$ cat src/rtl/stream_pkg.sv
// Shared definitions for the stream width converter: ratio/mode derivation and
// the elaboration-time width check.
`ifndef STREAM_PARAM_CHECK
`define STREAM_PARAM_CHECK(in_w, out_w) \
   if ((in_w) < 1 || (out_w) < 1 || \
       ((((in_w) > (out_w)) ? (in_w) : (out_w)) % (((in_w) < (out_w)) ? (in_w) : (out_w))) != 0 || \
       stream_pkg::calc_ratio((in_w), (out_w)) > 64) begin : g_param_err \
      $error("stream width converter: widths %0d/%0d need an integer ratio of 1..64", in_w, out_w); \
   end
`endif

package stream_pkg;

   localparam int CNT_W = 6;

   typedef enum logic [1:0] {
      MODE_PASS,
      MODE_UPSIZE,
      MODE_DOWNSIZE
   } mode_e;

   function automatic int calc_ratio(input int in_w, input int out_w);
      return (in_w > out_w) ? (in_w / out_w) : (out_w / in_w);
   endfunction

   function automatic mode_e calc_mode(input int in_w, input int out_w);
      if (in_w == out_w) return MODE_PASS;
      if (out_w > in_w)  return MODE_UPSIZE;
      return MODE_DOWNSIZE;
   endfunction

endpackage

$ cat src/rtl/stream_reg_slice.sv
// One-deep output register with explicit load/drain controls; load wins so a
// reload in the draining cycle keeps valid high without a bubble.
module stream_reg_slice #(
   parameter int W = 8
) (
   input  logic         clk,
   input  logic         rst,
   input  logic         load,
   input  logic         drain,
   input  logic [W-1:0] d,
   output logic         valid,
   output logic [W-1:0] q
);

   logic         valid_q, valid_d;
   logic [W-1:0] data_q, data_d;

   always_comb begin
      valid_d = valid_q;
      data_d  = data_q;
      if (load) begin
         valid_d = 1'b1;
         data_d  = d;
      end else if (drain) begin
         valid_d = 1'b0;
      end
   end

   always_ff @(posedge clk or posedge rst) begin
      if (rst) begin
         valid_q <= 1'b0;
         data_q  <= '0;
      end else begin
         valid_q <= valid_d;
         data_q  <= data_d;
      end
   end

   assign valid = valid_q;
   assign q     = data_q;

endmodule

$ cat src/rtl/stream_width_converter.sv
// AXI-Stream width converter: packs narrow beats LSB-first into wide words,
// splits wide words into narrow slices, or passes through a register slice.
module stream_width_converter
   import stream_pkg::*;
#(
   parameter int IN_WIDTH  = 8,
   parameter int OUT_WIDTH = 32
) (
   input  logic                 ap_clk,
   input  logic                 ap_rst,
   input  logic [IN_WIDTH-1:0]  in0_V_V_TDATA,
   input  logic                 in0_V_V_TVALID,
   output logic                 in0_V_V_TREADY,
   output logic [OUT_WIDTH-1:0] out_V_V_TDATA,
   output logic                 out_V_V_TVALID,
   input  logic                 out_V_V_TREADY,
   output logic [CNT_W-1:0]     beat_cnt
);

   localparam int               R    = calc_ratio(IN_WIDTH, OUT_WIDTH);
   localparam mode_e            MODE = calc_mode(IN_WIDTH, OUT_WIDTH);
   localparam logic [CNT_W-1:0] LAST = CNT_W'(R - 1);

   `STREAM_PARAM_CHECK(IN_WIDTH, OUT_WIDTH)

   logic [CNT_W-1:0]     beat_cnt_q, beat_cnt_d;
   logic                 in_rdy, in_fire, out_fire, out_vld;
   logic [OUT_WIDTH-1:0] out_dat;

   assign in0_V_V_TREADY = in_rdy & ~ap_rst;
   assign in_fire        = in0_V_V_TVALID & in0_V_V_TREADY;
   assign out_fire       = out_vld & out_V_V_TREADY;
   assign out_V_V_TVALID = out_vld;
   assign out_V_V_TDATA  = out_dat;
   assign beat_cnt       = beat_cnt_q;

   always_ff @(posedge ap_clk or posedge ap_rst) begin
      if (ap_rst) beat_cnt_q <= '0;
      else        beat_cnt_q <= beat_cnt_d;
   end

   if (MODE == MODE_PASS) begin : g_pass
      stream_reg_slice #(.W(OUT_WIDTH)) u_slice (
         .clk(ap_clk), .rst(ap_rst), .load(in_fire), .drain(out_fire),
         .d(in0_V_V_TDATA), .valid(out_vld), .q(out_dat)
      );
      assign in_rdy     = ~out_vld | out_V_V_TREADY;
      assign beat_cnt_d = '0;
   end else if (MODE == MODE_UPSIZE) begin : g_up
      localparam int ACC_W = OUT_WIDTH - IN_WIDTH;
      logic [ACC_W-1:0] acc_q, acc_d;
      logic             last;

      assign last   = (beat_cnt_q == LAST);
      // Only the completing beat has to wait for room in the output register.
      assign in_rdy = ~last | ~out_vld | out_V_V_TREADY;

      always_comb begin
         acc_d      = acc_q;
         beat_cnt_d = beat_cnt_q;
         if (in_fire) begin
            beat_cnt_d = last ? '0 : beat_cnt_q + 1'b1;
            for (int i = 0; i < R - 1; i++) begin
               if (beat_cnt_q == CNT_W'(i)) acc_d[i*IN_WIDTH +: IN_WIDTH] = in0_V_V_TDATA;
            end
         end
      end

      always_ff @(posedge ap_clk or posedge ap_rst) begin
         if (ap_rst) acc_q <= '0;
         else        acc_q <= acc_d;
      end

      stream_reg_slice #(.W(OUT_WIDTH)) u_slice (
         .clk(ap_clk), .rst(ap_rst), .load(in_fire & last), .drain(out_fire),
         .d({in0_V_V_TDATA, acc_q}), .valid(out_vld), .q(out_dat)
      );
   end else begin : g_down
      logic [IN_WIDTH-1:0] hold;
      logic                last;

      assign last   = (beat_cnt_q == LAST);
      assign in_rdy = ~out_vld | (out_V_V_TREADY & last);

      stream_reg_slice #(.W(IN_WIDTH)) u_slice (
         .clk(ap_clk), .rst(ap_rst), .load(in_fire), .drain(out_fire & last),
         .d(in0_V_V_TDATA), .valid(out_vld), .q(hold)
      );

      always_comb begin
         out_dat = '0;
         for (int i = 0; i < R; i++) begin
            if (beat_cnt_q == CNT_W'(i)) out_dat = hold[i*OUT_WIDTH +: OUT_WIDTH];
         end
      end

      always_comb begin
         beat_cnt_d = beat_cnt_q;
         if (out_fire) beat_cnt_d = last ? '0 : beat_cnt_q + 1'b1;
      end
   end

endmodule

$ cat config.mk
export PLATFORM = sky130hd
export DESIGN_NAME = stream_width_converter
export DESIGN_NICKNAME = d
export VERILOG_FILES = /design/src/rtl/stream_pkg.sv /design/src/rtl/stream_reg_slice.sv /design/src/rtl/stream_width_converter.sv
export SDC_FILE = /design/constraint.sdc
export NUM_CORES = 1
export LEC_CHECK = 0
export ABC_AREA = 0
export CAP_MARGIN = 20
export CORE_UTILIZATION = 51
export CTS_CLUSTER_DIAMETER = 40
export CTS_CLUSTER_SIZE = 25
export DETAILED_ROUTE_END_ITERATION = 7
export PLACE_DENSITY = 0.87
export SLEW_MARGIN = 20
export SYNTH_ARGS = -nofsm -noshare
export SYNTH_HDL_FRONTEND = slang
export SYNTH_SLANG_ARGS = --single-unit
$ cat constraint.sdc
create_clock -name ap_clk -period 2.3 [get_ports ap_clk]
set_input_delay 0.46 -clock ap_clk [delete_from_list [all_inputs] [get_ports ap_clk]]
set_output_delay 0.46 -clock ap_clk [all_outputs]
set_load 0.01 [all_outputs]
After elaboration in Yosys (flattened, before gate mapping)
Cells that the tools add are included.

word-level totals
  logic and storage cells = 27
  register bits = 63
  input port bits = 12

cells by class
  add/sub/neg operators = 1
  muxes and demuxes = 3
  equality and inequality tests = 3
  bitwise logic cells = 9
  reduce and logical (&&, ||, !) cells = 5

operators by type and width
  cell                 count
  $eq 6x2->1 const B   2
  $add 6x1->6 const B  1
  $eq 6x1->1 const B   1
  $logic_not 6->1      1
  $mux 6               1
  $reduce_and 2->1     3
  $and 1x1->1          4
  $not 1->1            3
  $mux 1               2
  $or 1x1->1           2
  $reduce_bool 2->1    1

Depth between registers and ports, before layout
  depth after elaboration = 8
  mapped depth = 5

By module
A second synthesis with hierarchy kept.

second synthesis, totals
  cell total of the unflattened synthesis = 162
  area total of the unflattened synthesis = 2687.6 µm²

modules (own cells, without submodules)
  module                  times used  seq. area each (µm²)  area each (µm²)  cells each
  stream_reg_slice        1           825.8                 1381.3           72
  stream_width_converter  1           750.7                 1306.3           90

Worst setup path after synthesis
Ideal clock, no wire load.

  kind = register -> register
  start = reg beat_cnt_q[4] (netlist: beat_cnt[4])
  end = reg g_up.u_slice.data_q[10] (netlist: g_up.u_slice.q[10])
  setup time = 125 ps
  cell stages (with the launch flop) = 5
  slack = 541 ps
  data required time = 2175 ps
  path buffers = 1
  data arrival time = 1634 ps
  cells stage by stage = dfrtp_1 -> nor4_4 -> nand4_4 -> buf_6 -> mux2_4

on the way
  longest elaborated chain between the ends = 7

RTL lines
  what                      RTL line                      text
  start: declaration        stream_width_converter.sv:26  logic [CNT_W-1:0] beat_cnt_q, beat_cnt_d;
  start signal: assignment  stream_width_converter.sv:39  else beat_cnt_q <= beat_cnt_d;
  $eq 6x2->1 (*)            stream_width_converter.sv:54  assign last = (beat_cnt_q == LAST);
  $not 1->1                 stream_width_converter.sv:56  assign in_rdy = ~last | ~out_vld | out_V_V_TREADY;
  $or 1x1->1 (2 in a row)   stream_width_converter.sv:56
  $and 1x1->1               stream_width_converter.sv:30  assign in0_V_V_TREADY = in_rdy & ~ap_rst;
  $and 1x1->1               stream_width_converter.sv:31  assign in_fire = in0_V_V_TVALID & in0_V_V_TREADY;
  $and 1x1->1 (*)           stream_width_converter.sv:75  .clk(ap_clk), .rst(ap_rst), .load(in_fire & last), .drain(out_fire),
  end signal: assignment    stream_reg_slice.sv:35        data_q <= data_d;
  end: declaration          stream_reg_slice.sv:16        logic [W-1:0] data_q, data_d;

Mark *: on every way between the ends. The rest lies on a longest branch, timed or not.
A chain may end at the register's enable or synchronous reset.

Worst setup path after layout
  start = reg beat_cnt_q[4] (netlist: beat_cnt[4])
  end = out in0_V_V_TREADY

on the way
  longest elaborated chain between the ends = 5

RTL lines
  what                     RTL line                      text
  $eq 6x2->1               stream_width_converter.sv:54
  $not 1->1                stream_width_converter.sv:56
  $or 1x1->1 (2 in a row)  stream_width_converter.sv:56
  $and 1x1->1              stream_width_converter.sv:30
  end: declaration         stream_width_converter.sv:13  output logic in0_V_V_TREADY,

No other way between the ends.

==> impl_metrics.toml <==
[floorplan]
die_y_um = 73.9
io_pins = 52
initial_core_util_pct = 54.3
placementRows = 25
die_w_um = 73.9
core_mm2 = 0.00485
fp.dieArea_mm2 = 0.00546

[place]
post-place-ws_ns = 0.107
dp_cells = 278
place_congestion = 0.758
placed_area_mm2 = 0.00326
port_buffers = 51
dpl.hpwl_mm = 3.15

[worst_setup_path]
cp_top_family = "simple AND/OR/NAND/NOR gates"
critical_path_buf_inv_count = 1
slowest_stage = "or4_1"
critPathMostFrequentCell = "nor2_1"
crit_path_start_kind = "flip-flop"
cp.arrival_ns = 1.71
crit_path_end_kind = "output port"
path_class = "flip-flop to output port"
cp.required_ns = 1.84
max_stage_delay_ns = 0.56
cp_max_fo = 2
crit_chain = "or4_1 -> nor2_1 -> nor2_1 -> dlygate4sd2_1"

[logic_synthesis]
ys_warn_count = 0
ys_seq_area_share_pct = 59.9
syn_area_mm2 = 0.00263
syn_avg_cell_area_um2 = 16.9
synth.distinct_cells = 22
synthCells = 156
ys_ff_latch = 63
synth_nets = 172

[global_routing]
grt_antenna_before_repair = 0
grt_max_degree = 64
grtUsageTotal_pct = 20.6
grt_pass1_wl_mm = 7.90
grt_pass1_vias = 1555
gr-total-overflow = 0

[sta]
setup_slack_ns = 0.132
setup_viol = 0
tns_ns = 0
relSlewSlack_pct = 65.2
timing.final.crit_share_pct = 94.3
timing_hold_violations_final = 0
timing.fmax_mhz = 461
tightest_slew_ns = 0.517
fin_hold_ws_ns = 0.501
rsz0062_at_grt = "no"
fin_skew_ns = 0.0140
finalCriticalPeriod_ns = 2.17
maxSlewViolCount = 0

[power_and_ir_drop]
p_per_area_mw_per_mm2 = 1310
p_leak_nw = 1.64
irDropWorstVdd_v = 0.000742

[run_status]
outcome = "finished, final reports clean"

[route]
wl_per_cell_um = 16.5
drtAntennaViolNets = 0
via_count = 1496
first_iter_violations = 55
drc = 0
drt-total-wl_mm = 4.86
via_per_inst = 5.09
drtPass1Iterations = 4

[clock_tree]
clock_path_buffers = 2
cts_tree = "built"
cts_sinks = 63
cts_buffers = 9
cts_htree_levels = 3
post_cts_buffers = 0
insertion_delay_ns = 0.35
path_clk_slew_ns = 0.08
clockRootBuffer = "clkbuf_8"

[cells_and_area]
stdcell_area_mm2 = 0.00348
area_delta_synth_final_pct = 32.3
fin_cells = 294
diodes = 0
drive_above_1_share_pct = 38.3
fillCellCount = 317
final_nets = 238

[worst_hold_path]
holdCritPathClass = "flip-flop to flip-flop"

[run]
maxCapViolations = 0
-- cells in the final DEF (no fill, tap or decap), types with 2 or more instances in the layout --
master,n
buf_4,7
mux2_4,29
nand4_2,3
mux2_2,29
inv_1,2
bufinv_16,2
dfrtp_1,63
nand2_1,3
xnor2_1,3
nor2_1,3
clkdlybuf4s50_1,50
ha_1,4
clkbuf_8,10
nand4_1,2
-- kinds of logic (layout without fill, tap and decap cells) --
family                   Yosys count  in the layout  share of synthesized area [%]
AND/OR/NAND/NOR                   18             18                           5.65
flip-flops                        63             63                           59.9
buffers and inverters              7             78                           1.85
adder cells (fa/ha/maj)            4              4                           1.90
AO/OA/AOI/OAI                      3              3                          0.808
multiplexers                      58             58                           28.9
XOR/XNOR                           3              3                          0.998
-- area by class of cell --
cell class              instances  area, µm²  area share, %
flip-flops and latches         63       1580           45.2
multi-input cells              86       1010           28.9
repair buffers                 59        582           16.7
clock buffers                  11        141           4.06
well taps                      67       83.8           2.41
clock inverters                 5       81.3           2.33
inverters                       3       11.3          0.323
-- worst paths after layout --
kind	depth (start not counted)	slack, ns	from	end
setup / recovery	4	0.13	beat_cnt[4]$_DFFE_PP0P_	in0_V_V_TREADY
hold / removal	1	0.50	g_up.acc_q[23]$_DFFE_PP0P_	g_up.u_slice.q[23]$_DFFE_PP0P_
setup reg to reg	4	0.33	beat_cnt[4]$_DFFE_PP0P_	g_up.acc_q[2]$_DFFE_PP0P_
hold reg to reg	1	0.50	g_up.acc_q[23]$_DFFE_PP0P_	g_up.u_slice.q[23]$_DFFE_PP0P_
max in group asynchronous	3	1.48	ap_rst	g_up.acc_q[2]$_DFFE_PP0P_
min in group asynchronous	3	0.55	ap_rst	beat_cnt[5]$_DFFE_PP0P_
-- state kept, by name, indices dropped and copies added (netlist names) --
signal / flops
beat_cnt: 6
g_up.u_slice.q: 32
g_up.u_slice.valid: 1
g_up.acc_q: 24
-- power by group --
part / internal [mW] / switching, mW / leakage [nW]
clock network: 0.640 / 0.428 / 0.110
registers: 1.61 / 0.309 / 0.781
logic: 1.08 / 0.506 / 0.752
-- metal layers --
metal / wire length (µm) / vias to the layer above / global-route usage, %
li1: - / 694 / -
met1: 2310 / 759 / 27.6
met2: 2290 / 34 / 31.2
met3: 179 / 9 / 6.72
met4: 84 / 0 / 8.33
met5: 0 / - / 0
-- cells in the mapped netlist (all sizes together) --
master / instances / area (µm²)
dfrtp: 63 / 1580
mux2: 58 / 762
nand4: 6 / 71.3
ha: 4 / 50.1
buf: 3 / 33.8
inv: 3 / 11.3
nand2: 3 / 11.3
nor2: 3 / 11.3
xnor2: 3 / 26.3
a21boi: 1 / 7.51
a22o: 1 / 8.76
and3: 1 / 6.26
clkbuf: 1 / 3.75
nand2b: 1 / 6.26
nand3b: 1 / 7.51
nor2b: 1 / 6.26
nor4: 1 / 21.3
o21ai: 1 / 5.00
or4: 1 / 7.51
-- timing repair --
| action | in CTS | in global routing |
|---|---|---|
| hold buffers | 0 | 0 |
| endpoints found under the setup margin | 1 | 0 |
| gates resized for setup | 1 | 0 |
-- worst register-to-register path, cell delays in order, from the launching register on --
cell	delay, ns
dfrtp_1	0.37
buf_4	0.16
nor4_4	0.52
nand4_2	0.41
mux2_2	0.40
-- per-stage QoR --
step	total power [mW]	utilization (%)
CTS	4.61	71.9
global route	4.80	71.9
global placement	3.46	67.3
detailed placement	3.51	67.3
finish	4.58	71.9
floorplan	2.73	-
No activity file was read; power rests on OpenSTA's default activity.
